`src/rtl/fdiv_if.sv`:
```
// Start/valid bus for the iterative floating-point divider (fdiv_iter).
// Handshake: the master pulses ready for one cycle with x1/x2 stable; the slave raises busy
// from the next cycle and later pulses valid for one cycle, with y_reg/ovf_reg stable until
// the next valid. A ready while busy aborts the running divide and restarts it.
interface fdiv_if #(
  parameter int EXP_W = 8,
  parameter int MAN_W = 23
);
  localparam int W = 1 + EXP_W + MAN_W;

  logic         ready;
  logic [W-1:0] x1;
  logic [W-1:0] x2;
  logic [W-1:0] y_reg;
  logic         ovf_reg;
  logic         valid;
  logic         busy;

  modport master (output ready, x1, x2, input y_reg, ovf_reg, valid, busy);
  modport slave  (input ready, x1, x2, output y_reg, ovf_reg, valid, busy);
endinterface

```
`src/rtl/fdiv_iter.sv`:
```
// Iterative radix-2 restoring floating-point divider, fixed latency of MAN_W+4 edges.
// Define FDIV_RNE_EN for round-to-nearest-even; otherwise the quotient is truncated.
module fdiv_iter #(
  parameter int EXP_W = 8,
  parameter int MAN_W = 23
) (
  input  logic       clk,
  input  logic       rst,
  fdiv_if.slave      bus,
  output logic [1:0] o_dbg_state
);
  localparam int W     = 1 + EXP_W + MAN_W;
  localparam int EW    = EXP_W + 2;
  localparam int RW    = MAN_W + 2;
  localparam int QW    = MAN_W + 2;
  localparam int NITER = MAN_W + 2;
  localparam int CW    = $clog2(NITER);
  localparam int BIAS  = (1 << (EXP_W - 1)) - 1;

  localparam logic signed [EW-1:0] EMAX  = EW'((1 << EXP_W) - 1);
  localparam logic signed [EW-1:0] EZERO = '0;

  localparam logic [1:0] IDLE  = 2'd0;
  localparam logic [1:0] PREP  = 2'd1;
  localparam logic [1:0] ITER  = 2'd2;
  localparam logic [1:0] ROUND = 2'd3;

  localparam logic [1:0] CLS_NORM = 2'd0;
  localparam logic [1:0] CLS_INF  = 2'd1;
  localparam logic [1:0] CLS_ZERO = 2'd2;

  logic [1:0]           r_state;
  logic [W-1:0]         r_x1;
  logic [W-1:0]         r_x2;
  logic [RW-1:0]        r_rem;
  logic [MAN_W:0]       r_mb;
  logic [QW-1:0]        r_q;
  logic signed [EW-1:0] r_e;
  logic                 r_sign;
  logic [1:0]           r_cls;
  logic [CW-1:0]        r_cnt;
  logic [W-1:0]         r_y;
  logic                 r_ovf;
  logic                 r_valid;

  // Operand unpack (PREP): denormals are flushed by treating exp==0 as zero.
  logic [EXP_W-1:0]     w_e1, w_e2;
  logic [MAN_W:0]       w_ma, w_mb;
  logic                 w_z1, w_z2, w_i1, w_i2, w_adj;
  logic [RW-1:0]        w_rem0;
  logic signed [EW-1:0] w_e0;
  logic [1:0]           w_cls;

  assign w_e1   = r_x1[W-2:MAN_W];
  assign w_e2   = r_x2[W-2:MAN_W];
  assign w_ma   = {1'b1, r_x1[MAN_W-1:0]};
  assign w_mb   = {1'b1, r_x2[MAN_W-1:0]};
  assign w_z1   = (w_e1 == '0);
  assign w_z2   = (w_e2 == '0);
  assign w_i1   = &w_e1;
  assign w_i2   = &w_e2;
  assign w_adj  = (w_ma < w_mb);
  assign w_rem0 = w_adj ? {w_ma, 1'b0} : {1'b0, w_ma};
  assign w_e0   = EW'(w_e1) - EW'(w_e2) + EW'(BIAS) - EW'(w_adj);
  assign w_cls  = (w_z2 || w_i1) ? CLS_INF : ((w_z1 || w_i2) ? CLS_ZERO : CLS_NORM);

  // One restoring step per ITER cycle.
  logic          w_ge;
  logic [RW-1:0] w_sub;

  assign w_ge  = (r_rem >= {1'b0, r_mb});
  assign w_sub = w_ge ? (r_rem - {1'b0, r_mb}) : r_rem;

  // Round and pack (ROUND). r_q holds MAN_W+1 mantissa bits followed by the guard bit.
  logic [MAN_W:0]       w_mant;
  logic                 w_inc;
  logic [MAN_W+1:0]     w_mant_r;
  logic                 w_carry;
  logic signed [EW-1:0] w_ef;
  logic [W-1:0]         w_y;
  logic                 w_ovf;
  logic                 w_unused;

  assign w_mant = r_q[QW-1:1];
`ifdef FDIV_RNE_EN
  assign w_inc    = r_q[0] & ((|r_rem) | w_mant[0]);
  assign w_unused = ^{w_mant_r[MAN_W], w_sub[RW-1]};
`else
  assign w_inc    = 1'b0;
  assign w_unused = ^{w_mant_r[MAN_W], w_sub[RW-1], r_q[0], r_rem};
`endif
  assign w_mant_r = {1'b0, w_mant} + (MAN_W+2)'(w_inc);
  assign w_carry  = w_mant_r[MAN_W+1];
  assign w_ef     = r_e + EW'(w_carry);

  always_comb begin
    w_y   = {r_sign, {(W-1){1'b0}}};
    w_ovf = 1'b0;
    if (r_cls == CLS_INF) begin
      w_y   = {r_sign, {EXP_W{1'b1}}, {MAN_W{1'b0}}};
      w_ovf = 1'b1;
    end else if (r_cls == CLS_NORM) begin
      if (w_ef >= EMAX) begin
        w_y   = {r_sign, {EXP_W{1'b1}}, {MAN_W{1'b0}}};
        w_ovf = 1'b1;
      end else if (w_ef > EZERO) begin
        w_y = {r_sign, w_ef[EXP_W-1:0], w_mant_r[MAN_W-1:0]};
      end
    end
  end

  always_ff @(posedge clk) begin
    if (rst) begin
      r_state <= IDLE;
      r_x1    <= '0;
      r_x2    <= '0;
      r_rem   <= '0;
      r_mb    <= '0;
      r_q     <= '0;
      r_e     <= '0;
      r_sign  <= 1'b0;
      r_cls   <= CLS_NORM;
      r_cnt   <= '0;
      r_y     <= '0;
      r_ovf   <= 1'b0;
      r_valid <= 1'b0;
    end else begin
      r_valid <= 1'b0;
      if (bus.ready) begin
        // A new start always wins, including over a pending ROUND write.
        r_x1    <= bus.x1;
        r_x2    <= bus.x2;
        r_state <= PREP;
      end else begin
        case (r_state)
          PREP: begin
            r_rem   <= w_rem0;
            r_mb    <= w_mb;
            r_e     <= w_e0;
            r_sign  <= r_x1[W-1] ^ r_x2[W-1];
            r_cls   <= w_cls;
            r_q     <= '0;
            r_cnt   <= '0;
            r_state <= ITER;
          end
          ITER: begin
            r_rem <= {w_sub[RW-2:0], 1'b0};
            r_q   <= {r_q[QW-2:0], w_ge};
            r_cnt <= r_cnt + 1'b1;
            if (r_cnt == CW'(NITER - 1)) r_state <= ROUND;
          end
          ROUND: begin
            r_y     <= w_y;
            r_ovf   <= w_ovf;
            r_valid <= 1'b1;
            r_state <= IDLE;
          end
          default: r_state <= IDLE;
        endcase
      end
    end
  end

  assign bus.y_reg   = r_y;
  assign bus.ovf_reg = r_ovf;
  assign bus.valid   = r_valid;
  assign bus.busy    = (r_state != IDLE);
  assign o_dbg_state = r_state;
endmodule

```
`src/flat_wrapper.sv`:
```
// flat-port wrapper written by rule: the top's interface ports become plain ports
module fdiv_iter_flat 
#(
  parameter int EXP_W = 8,
  parameter int MAN_W = 23
)
  (clk, rst, o_dbg_state, bus_ready, bus_x1, bus_x2, bus_y_reg, bus_ovf_reg, bus_valid, bus_busy);
  fdiv_if #(.EXP_W(EXP_W), .MAN_W(MAN_W)) bus_i ();
  input  logic clk;
  input  logic rst;
  output logic [1:0] o_dbg_state;
  input wire logic [$bits(bus_i.ready)-1:0] bus_ready;
  input wire logic [$bits(bus_i.x1)-1:0] bus_x1;
  input wire logic [$bits(bus_i.x2)-1:0] bus_x2;
  output wire logic [$bits(bus_i.y_reg)-1:0] bus_y_reg;
  output wire logic [$bits(bus_i.ovf_reg)-1:0] bus_ovf_reg;
  output wire logic [$bits(bus_i.valid)-1:0] bus_valid;
  output wire logic [$bits(bus_i.busy)-1:0] bus_busy;
  assign bus_i.ready = bus_ready;
  assign bus_i.x1 = bus_x1;
  assign bus_i.x2 = bus_x2;
  assign bus_y_reg = bus_i.y_reg;
  assign bus_ovf_reg = bus_i.ovf_reg;
  assign bus_valid = bus_i.valid;
  assign bus_busy = bus_i.busy;
  fdiv_iter #(.EXP_W(EXP_W), .MAN_W(MAN_W)) u_core (.clk(clk), .rst(rst), .bus(bus_i), .o_dbg_state(o_dbg_state));
endmodule
```
`config.mk`:
```
export PLATFORM = sky130hd
export DESIGN_NAME = fdiv_iter_flat
export DESIGN_NICKNAME = d
export VERILOG_FILES = /design/src/rtl/fdiv_if.sv /design/src/rtl/fdiv_iter.sv /design/src/flat_wrapper.sv
export SDC_FILE = /design/constraint.sdc
export NUM_CORES = 1
export LEC_CHECK = 0
export ABC_AREA = 1
export CORE_UTILIZATION = 35
export CTS_BUF_LIST = sky130_fd_sc_hd__clkbuf_8
export DETAILED_ROUTE_END_ITERATION = 10
export PLACE_DENSITY = 0.61
export SLEW_MARGIN = 20
export SYNTH_ARGS = -nofsm -noshare
export SYNTH_HDL_FRONTEND = slang
export SYNTH_SLANG_ARGS = --single-unit
```
`constraint.sdc`:
```
create_clock -name clk -period 4.15 [get_ports clk]
set_input_delay 0.6225 -clock clk [delete_from_list [all_inputs] [get_ports clk]]
set_output_delay 0.6225 -clock clk [all_outputs]
set_load 0.05 [all_outputs]
```
==> flow_summary.yaml, run 1 <==
timing:
  min_period_ps: 3260
  worst_pin_slew_ps: 1070
  period_share: 0.785
  fmax_ghz: 0.307
  finalMaxSlewViolations: 0
  setup_viol: 0
  tns_ps: 0
  rsz0062_at_grt: "no"
  hold_violations: 0
  clock_skew_ps: 20.8
  max_slew_margin: 0.287
  hold-worst-slack_ps: 468
yosys:
  yosys_warnings: 0
  synth_seq_cells: 191
  synth_cell_types: 42
  avgSynthCellArea_um2: 6.77
  yosysTopAreaCell: "dfxtp_1"
  syn_area_mm2: 0.0105
  yosysTopAreaCellShare: 0.364
  synth_cells: 1554
  seq_area_frac_synth: 0.364
  synthTopCellsByArea: "dfxtp_1, nand2_1, ha_1, inv_1, nor2_1"
  syn-num-nets: 1692
cts:
  cts_setup_buffers: 0
  ctsResizeCount: 0
  clkSinkCount: 191
  htreeDepth: 4
  cts_root_buf: "clkbuf_8"
  cts_hold_buf: 0
  clk_latency_ps: 490
  cts_buffers: 17
  cts_tree: "built"
  clkTransAtPathRegs_ps: 100
  clockBufferDepth: 2
floorplanning:
  fp.dieW_um: 175
  ios: 104
  placementRows: 63
  core-area_mm2: 0.0296
  die_y_um: 175
  dieArea_mm2: 0.0307
  start_util: 0.355
routing:
  viasPerCell: 4.89
  routed_wl_um: 29300
  antenna_left: 0
  drc: 0
  vias: 9900
  detail_route.first_pass.iterations: 5
  wl_per_cell_um: 14.5
  dr.first_iter.drc_count: 553
critical_path:
  crit_end: "u_core.r_e[7]"
  cp_cell_sequence: "inv_1 -> ha_1 -> nand3_1 -> nor3_1 -> and3_1 -> nand2_2 -> nand2_1 -> ha_1 -> ha_1 -> fa_1 -> nand2_1 -> nand2_1 -> a21oi_1 -> o21ai_0 -> nand2_1 -> nand2_1 -> nand2_1 -> nand2_1 -> nand2_1 -> o211ai_1 -> inv_1"
  worstPathArrival_ps: 3690
  rr_endpoint: "u_core.r_e[7]"
  crit_top_cell: "nand2_1"
  r2r-start: "u_core.r_x2[22]"
  critPathKind: "flop to flop"
  startpoint: "u_core.r_x2[22]"
  crit_path_top_delay_cell: "fa_1"
  slowest_delay_ps: 400
  path_buf_inv: 2
  cp_top_family: "simple AND/OR/NAND/NOR gates"
  crit_path_end_kind: "flop"
  reg2reg_depth: 21
  crit_required_ps: 4580
  startpoint_type: "flop"
  crit_cells: 21
  crit_fanout: 18
  reg2reg_slack_ps: 890
pwr:
  vdd_drop_max_uv: 212
  power.total_mw: 4.81
  p_leak_nw: 5.37
  pwr_density_cell_mw_per_mm2: 392
global_routing:
  grt_max_degree: 97
  grt.overflow.total: 0
  grt_pass1_wl_um: 48000
  grt_use_total: 0.196
  grt_pass1_vias: 9316
  antenna_found_initial: 2
final_layout:
  final_cell_mix: "nand2_1, inv_1, dfxtp_1"
  area_growth_pct: 16.6
  final_common_cell: "nand2_1"
  fillerInstances: 3186
  drive_gt1_frac: 0.0391
  utilization: 0.414
  insertedDiodeCount: 0
  final_nets: 1762
run_status:
  run_status: "finished, final reports clean"
worst_hold_path:
  min_path_type: "flop to flop"
placement:
  port_buffers: 103
  place_congestion: 0.895
  post-dp-hpwl_um: 21500
run:
  drv_cap: 0
## tightest hold or removal path: stages, from the launching register on
cell and delay (ps):
dfxtp_1 320, nand2_1 60, a21oi_1 50
## layer usage
| layer | track usage | vias up | wire (um) |
|---|---|---|---|
| met3 | 0.0279 | 34 | 1170 |
| met5 | 0 | - | 13 |
| met1 | 0.269 | 4541 | 14300 |
| li1 | - | 5148 | - |
| met4 | 0.0547 | 2 | 419 |
| met2 | 0.321 | 175 | 13400 |
## through the flow
stage,instance area [um^2],instances,worst slack [ps]
2_1_floorplan,10500,1554,1060
3_3_place_gp,11900,1995,963
3_5_place_dp,11900,1995,911
4_1_cts,12300,2025,873
5_1_grt,12300,2025,602
6_report,12300,2025,892
## cell families after synthesis
group	synth area share
adders and majority gates	0.0866
AOI/OAI and AO/OA	0.167
DFF	0.364
and+or+nand+nor	0.262
xor gates and xnor gates	0.0175
buffers and inverters	0.103
## area by class of cell
type	instances	area, um^2	area share
clock inverters	12	163	0.0133
clock buffers	18	248	0.0202
multi-input cells	1084	5610	0.458
repair buffers	117	1130	0.0922
inverters	213	800	0.0652
flip-flops and latches	191	3820	0.312
well taps	390	488	0.0398
## how the worst min path moves through the flow
stage                    startpoint                   end  cells after the start
3_5_place_dp   u_core.bus.y_reg[31]  u_core.bus.y_reg[31]                      2
5_1_grt              u_core.r_x1[0]       u_core.r_rem[0]                      2
4_1_cts         u_core.bus.y_reg[6]   u_core.bus.y_reg[6]                      2
2_1_floorplan        u_core.r_q[23]  u_core.bus.y_reg[22]                      2
6_report        u_core.bus.y_reg[9]   u_core.bus.y_reg[9]                      2
3_3_place_gp        u_core.r_mb[23]       u_core.r_mb[23]                      2
## power breakdown
part           switching (mW)  total [mW]  internal (mW)
clock network           0.682        1.29          0.611
logic                   0.992        1.55          0.553
registers              0.0585        1.98           1.92
total                    1.73        4.81           3.08
## cells in the mapped netlist
master / instances
nor2_2: 1
clkinv_1: 4
nand2_2: 4
nor3_1: 8
nand4_1: 15
or2_2: 2
xnor2_1: 11
inv_2: 3
nand3_2: 1
nand3b_1: 1
o21ai_0: 105
clkbuf_1: 50
buf_2: 8
dfxtp_1: 191
buf_1: 4
and3_1: 1
nand3_4: 1
o221ai_1: 1
o211ai_1: 9
a21oi_4: 1
o21bai_1: 6
ha_1: 68
buf_4: 1
o21a_1: 3
a221oi_1: 22
a21o_1: 1
a31oi_4: 1
a31oi_1: 8
a21oi_1: 140
xor2_1: 10
nor2_1: 187
nor4_1: 7
nand3_1: 77
a22oi_1: 1
o21ai_1: 9
a211oi_1: 1
o2bb2ai_1: 1
buf_6: 3
fa_1: 3
a21oi_2: 4
inv_1: 206
nand2_1: 374
Power figures use the tool's default switching activity.
==> run 2: changes to the inputs <==
Clock period 4.15 ns to 3 ns, I/O delays scaled along.
==> run 2 against run 1 <==
  * The flow now finishes with violations (DRC)
  * Via count grew 1.8%
  * Die area unchanged
  * Setup slack worse by 770 ps
  * Clock-buffer cell count fell by 1
  * Design area up 3.2%
  * Clock skew increased by 11 ps
  * Sequential power is 38% higher
  * Register-to-register slack got worse by 770 ps
  * Worst hold slack lost 14 ps
  * Routed wire length grew 2.9%
  * Critical endpoint unchanged
==> flow_summary.yaml, run 2 (same netlist as run 1, synthesis figures left out) <==
routing:
  wl_per_cell_um: 14.8
  drc: 2
  viasPerCell: 4.94
  detail_route.first_pass.iterations: 11
  vias: 10074
  routed_wl_um: 30100
  dr.first_iter.drc_count: 739
  antenna_left: 0
timing:
  min_period_ps: 2880
  worst_pin_slew_ps: 666
  clock_skew_ps: 32.3
  rsz0062_at_grt: "yes"
  setup_viol: 0
  max_slew_margin: 0.553
  hold_violations: 0
  fmax_ghz: 0.347
  period_share: 0.961
  tns_ps: 0
  finalMaxSlewViolations: 0
floorplanning:
  die_y_um: 175
  placementRows: 63
  ios: 104
  start_util: 0.355
  core-area_mm2: 0.0296
  fp.dieW_um: 175
  dieArea_mm2: 0.0307
run_status:
  run_status: "complete, but fails checks"
  violations: "DRC"
placement:
  post-dp-hpwl_um: 21800
  port_buffers: 103
  placed_cell_area_mm2: 0.0120
  place_congestion: 0.874
global_routing:
  grt.overflow.total: 0
  grt_pass1_vias: 9396
  grt_use_total: 0.197
  grt_max_degree: 100
  grt_pass1_wl_um: 48500
  antenna_found_initial: 0
cts:
  clockBufferDepth: 2
  cts_tree: "built"
  cts_root_buf: "clkbuf_8"
  clk_latency_ps: 490
  clkTransAtPathRegs_ps: 130
  cts_buffers: 17
  htreeDepth: 4
  cts_hold_buf: 0
  clkSinkCount: 191
final_layout:
  insertedDiodeCount: 0
  drive_gt1_frac: 0.0793
  final_common_cell: "nand2_1"
  final_cell_mix: "nand2_1, inv_1, nor2_1"
  final_nets: 1776
  area_growth_pct: 20.4
  design_area_mm2: 0.0127
critical_path:
  critPathKind: "flop to flop"
  startpoint_type: "flop"
  worstPathArrival_ps: 3270
  reg2reg_depth: 20
  rr_endpoint: "u_core.r_e[7]"
  reg2reg_slack_ps: 120
  crit_required_ps: 3390
  crit_path_end_kind: "flop"
  r2r-start: "u_core.r_x2[12]"
  crit_fanout: 2
pwr:
  power.total_mw: 6.85
  vdd_drop_max_uv: 293
  pwr_density_cell_mw_per_mm2: 541
  p_leak_nw: 5.47
worst_hold_path:
  min_path_type: "flop to flop"
  hold_start: "u_core.r_q[23]"
  hold_path_end: "u_core.bus.y_reg[22]"
  whs_path_depth: 2
run:
  drv_cap: 0
run 2: repair_timing:
| action | in CTS | in global routing |
|---|---|---|
| setup endpoints to repair | 1 | 5 |
| gates resized for setup | 1 | 55 |
| pin swaps | 0 | 15 |
| setup buffers | 0 | 3 |
| cloned | 0 | 0 |
run 2: worst max-delay path by stage:
stage	from	slack (ps)	to	cells past startpoint
6_report	u_core.r_x2[12]	120	u_core.r_e[7]	20
5_1_grt	u_core.r_x2[12]	-60	u_core.r_e[7]	21
4_1_cts	u_core.r_x2[15]	20	u_core.r_e[7]	21
3_5_place_dp	u_core.r_x2[21]	30	u_core.r_e[7]	21
3_3_place_gp	u_core.r_x2[19]	90	u_core.r_e[7]	21
2_1_floorplan	u_core.r_x2[21]	30	u_core.r_e[7]	21
run 2: through the flow:
| stage | std cells | setup WS (ps) | utilization | hold WS, ps |
|---|---|---|---|---|
| detailed placement | 2006 | 33.7 | 0.404 | 453 |
| finish | 2041 | 118 | 0.427 | 454 |
| floorplan | 1554 | 31.2 | - | 440 |
| global placement | 2006 | 87.7 | 0.404 | 450 |
| global route | 2041 | -62.4 | 0.427 | 483 |
| CTS | 2038 | 22.6 | 0.418 | 459 |
run 2: worst max-delay path, stage by stage, from the launching register on:
cell      delay [ps]
dfxtp_2          350
inv_1             50
ha_1             210
a21oi_2          140
o21a_1           160
nand2_2           80
a21oi_4          180
nand2_4           80
ha_4             170
ha_4             160
fa_2             390
nand2_1           70
nand2_1           70
a21oi_2          170
o21ai_1           80
nand2_1          100
nand3_1           80
nand2_1           70
nand2_1           50
o211ai_1          80
inv_1             50
run 2: where the power goes:
part | leakage (nW) | internal, mW | total [mW] | switching [mW]
Sequential | 1.57 | 2.66 | 2.74 | 0.0820
Combinational | 3.69 | 0.868 | 2.34 | 1.47
Clock | 0.214 | 0.661 | 1.78 | 1.12
Total | 5.47 | 4.18 | 6.85 | 2.67
run 2: area by class of cell:
class,instances,area (um^2)
clock buffer,17,234
clock inverter,15,201
fill,3117,17000
inverter,213,800
multi-input combinational,1084,5850
sequential,191,3840
tap,390,488
timing repair buffer,131,1250
run 2: per-layer routing:
metal | vias to the layer above | global-route usage | part of all wire | wire, um
met5 | - | 0 | 0 | 0
met4 | 0 | 0.0514 | 0.013 | 385
met3 | 23 | 0.0234 | 0.047 | 1420
met2 | 240 | 0.323 | 0.47 | 14000
met1 | 4641 | 0.272 | 0.47 | 14300
li1 | 5170 | - | - | -
==> run 3: changes to the inputs <==
Settings changed: RECOVER_POWER from default to 25.
Clock period 3 ns to 3.7 ns, I/O delays scaled along.
==> run 3 against run 2 <==
  * The run ends with capacitance limit, slew limit left
  * Setup slack gained 460 ps
  * Routed wire length shrank 3.9%
  * Register-to-register slack gained 460 ps
  * Cell count shrank 0.64%
  * Fmax shrank 7.7%
  * Via count shrank 1.7%
  * Sequential share of layout area grew 0.84 points
  * Clock-buffer cell count is the same
  * Clock power shrank 20%
  * Power shrank 21%
  * Die area is the same
  * Core utilization shrank 1.4 points
  * Critical endpoint unchanged
  * Largest power group unchanged
==> flow_summary.yaml, run 3 (same netlist as run 1, synthesis figures left out) <==
run_status:
  run_status: "complete, but fails checks"
  violations: "capacitance limit, slew limit"
placement:
  port_buffers: 103
  pre_cts_slack_ps: 591
  place_congestion: 0.902
  post-dp-hpwl_um: 21000
  dp_cells: 1996
cts:
  clkTransAtPathRegs_ps: 110
  cts_tree: "built"
  htreeDepth: 4
  clkSinkCount: 191
  cts_setup_buffers: 0
  cts_hold_buf: 0
  clk_latency_ps: 490
  cts_root_buf: "clkbuf_8"
  cts_buffers: 17
  ctsResizeCount: 0
  clockBufferDepth: 2
critical_path:
  crit_path_end_kind: "flop"
  crit_fanout: 2
  worstPathArrival_ps: 3550
  startpoint_type: "flop"
  reg2reg_slack_ps: 580
  crit_required_ps: 4130
  critPathKind: "flop to flop"
routing:
  drc: 0
  wl_met1_um: 13900
  detail_route.first_pass.iterations: 6
  wl_met3_um: 1230
  wl_per_cell_um: 14.3
  vias: 9905
  routed.top_layer: "met4"
  viasPerCell: 4.88
  routed_wl_um: 29000
  dr_wl_met2_um: 13300
  dr.first_iter.drc_count: 637
  antenna_left: 0
global_routing:
  grt_pass1_vias: 9415
  grt_use_total: 0.194
  grt_pass1_wl_um: 48000
  antenna_found_initial: 1
  grt.overflow.total: 0
  grt_max_degree: 90
floorplanning:
  fp.dieW_um: 175
  dieArea_mm2: 0.0307
  start_util: 0.355
  die_y_um: 175
  core-area_mm2: 0.0296
  placementRows: 63
  ios: 104
timing:
  fmax_ghz: 0.320
  rsz0062_at_grt: "no"
  hold_violations: 0
  tns_ps: 0
  period_share: 0.844
  setup_viol: 0
  fin_ws_ps: 577
  max_slew_margin: -0.167
  finalMaxSlewViolations: 154
  clock_skew_ps: 22.2
  min_period_ps: 3120
  worst_pin_slew_ps: 1750
  hold-worst-slack_ps: 460
worst_hold_path:
  min_path_type: "input port to flop"
run:
  drv_cap: 3
final_layout:
  insertedDiodeCount: 0
  fillerInstances: 3208
  final_common_cell: "nand2_1"
  area_growth_pct: 16.5
  drive_gt1_frac: 0.0385
  final_nets: 1763
  final_cell_mix: "nand2_1, inv_1, dfxtp_1"
  fin_cells: 2028
pwr:
  vdd_drop_max_uv: 205
  power.total_mw: 5.39
  pwr_density_cell_mw_per_mm2: 440
  p_leak_nw: 5.36
## run 3: power breakdown
group	switching (mW)	total [mW]	internal, mW
clock	0.903	1.43	0.527
sequential	0.0653	2.22	2.15
combinational	1.12	1.74	0.624
## run 3: final cells by class
type,instances,area [um^2],share of cell area
sequential,191,3820,0.312
multi-input combinational,1084,5610,0.458
inverter,213,800,0.0652
timing repair buffer,118,1120,0.0914
clock inverter,15,181,0.0148
tap,390,488,0.0398
clock buffer,17,234,0.0191
## run 3: worst paths after layout
kind / start / endpoint / depth (start not counted)
setup / recovery: u_core.r_x2[15] / u_core.r_e[7] / 21
hold / removal: rst / u_core.bus.valid / 2
setup reg to reg: u_core.r_x2[15] / u_core.r_e[7] / 21
hold reg to reg: u_core.bus.ovf_reg / u_core.bus.ovf_reg / 2
## run 3: worst max-delay path, cell delays in order (launching register included)
cell and delay, ps:
dfxtp_1 340, inv_1 50, ha_1 300, a21oi_1 160, o21a_1 160, nand2_1 80, a21oi_2 160, nand2_1 90
ha_1 210, ha_1 210, fa_1 420, nand2_1 80, nand2_1 60, a21oi_1 190, o21ai_0 110, nand2_1 80
nand2_1 50, nand2_1 70, nand2_1 50, nand2_1 50, o211ai_1 100, inv_1 70
## run 3: stage by stage
stage | area [um^2] | utilization
after global placement | 11900 | 0.400
after floorplan | 10500 | -
after global routing | 12300 | 0.414
after detailed placement | 11900 | 0.400
after CTS | 12300 | 0.414
final | 12300 | 0.414
## run 3: metal layers
| metal | vias up | GRT usage |
|---|---|---|
| li1 | 5155 | - |
| met1 | 4506 | 0.262 |
| met2 | 205 | 0.322 |
| met3 | 39 | 0.0229 |
| met4 | 0 | 0.0583 |
| met5 | - | 0 |
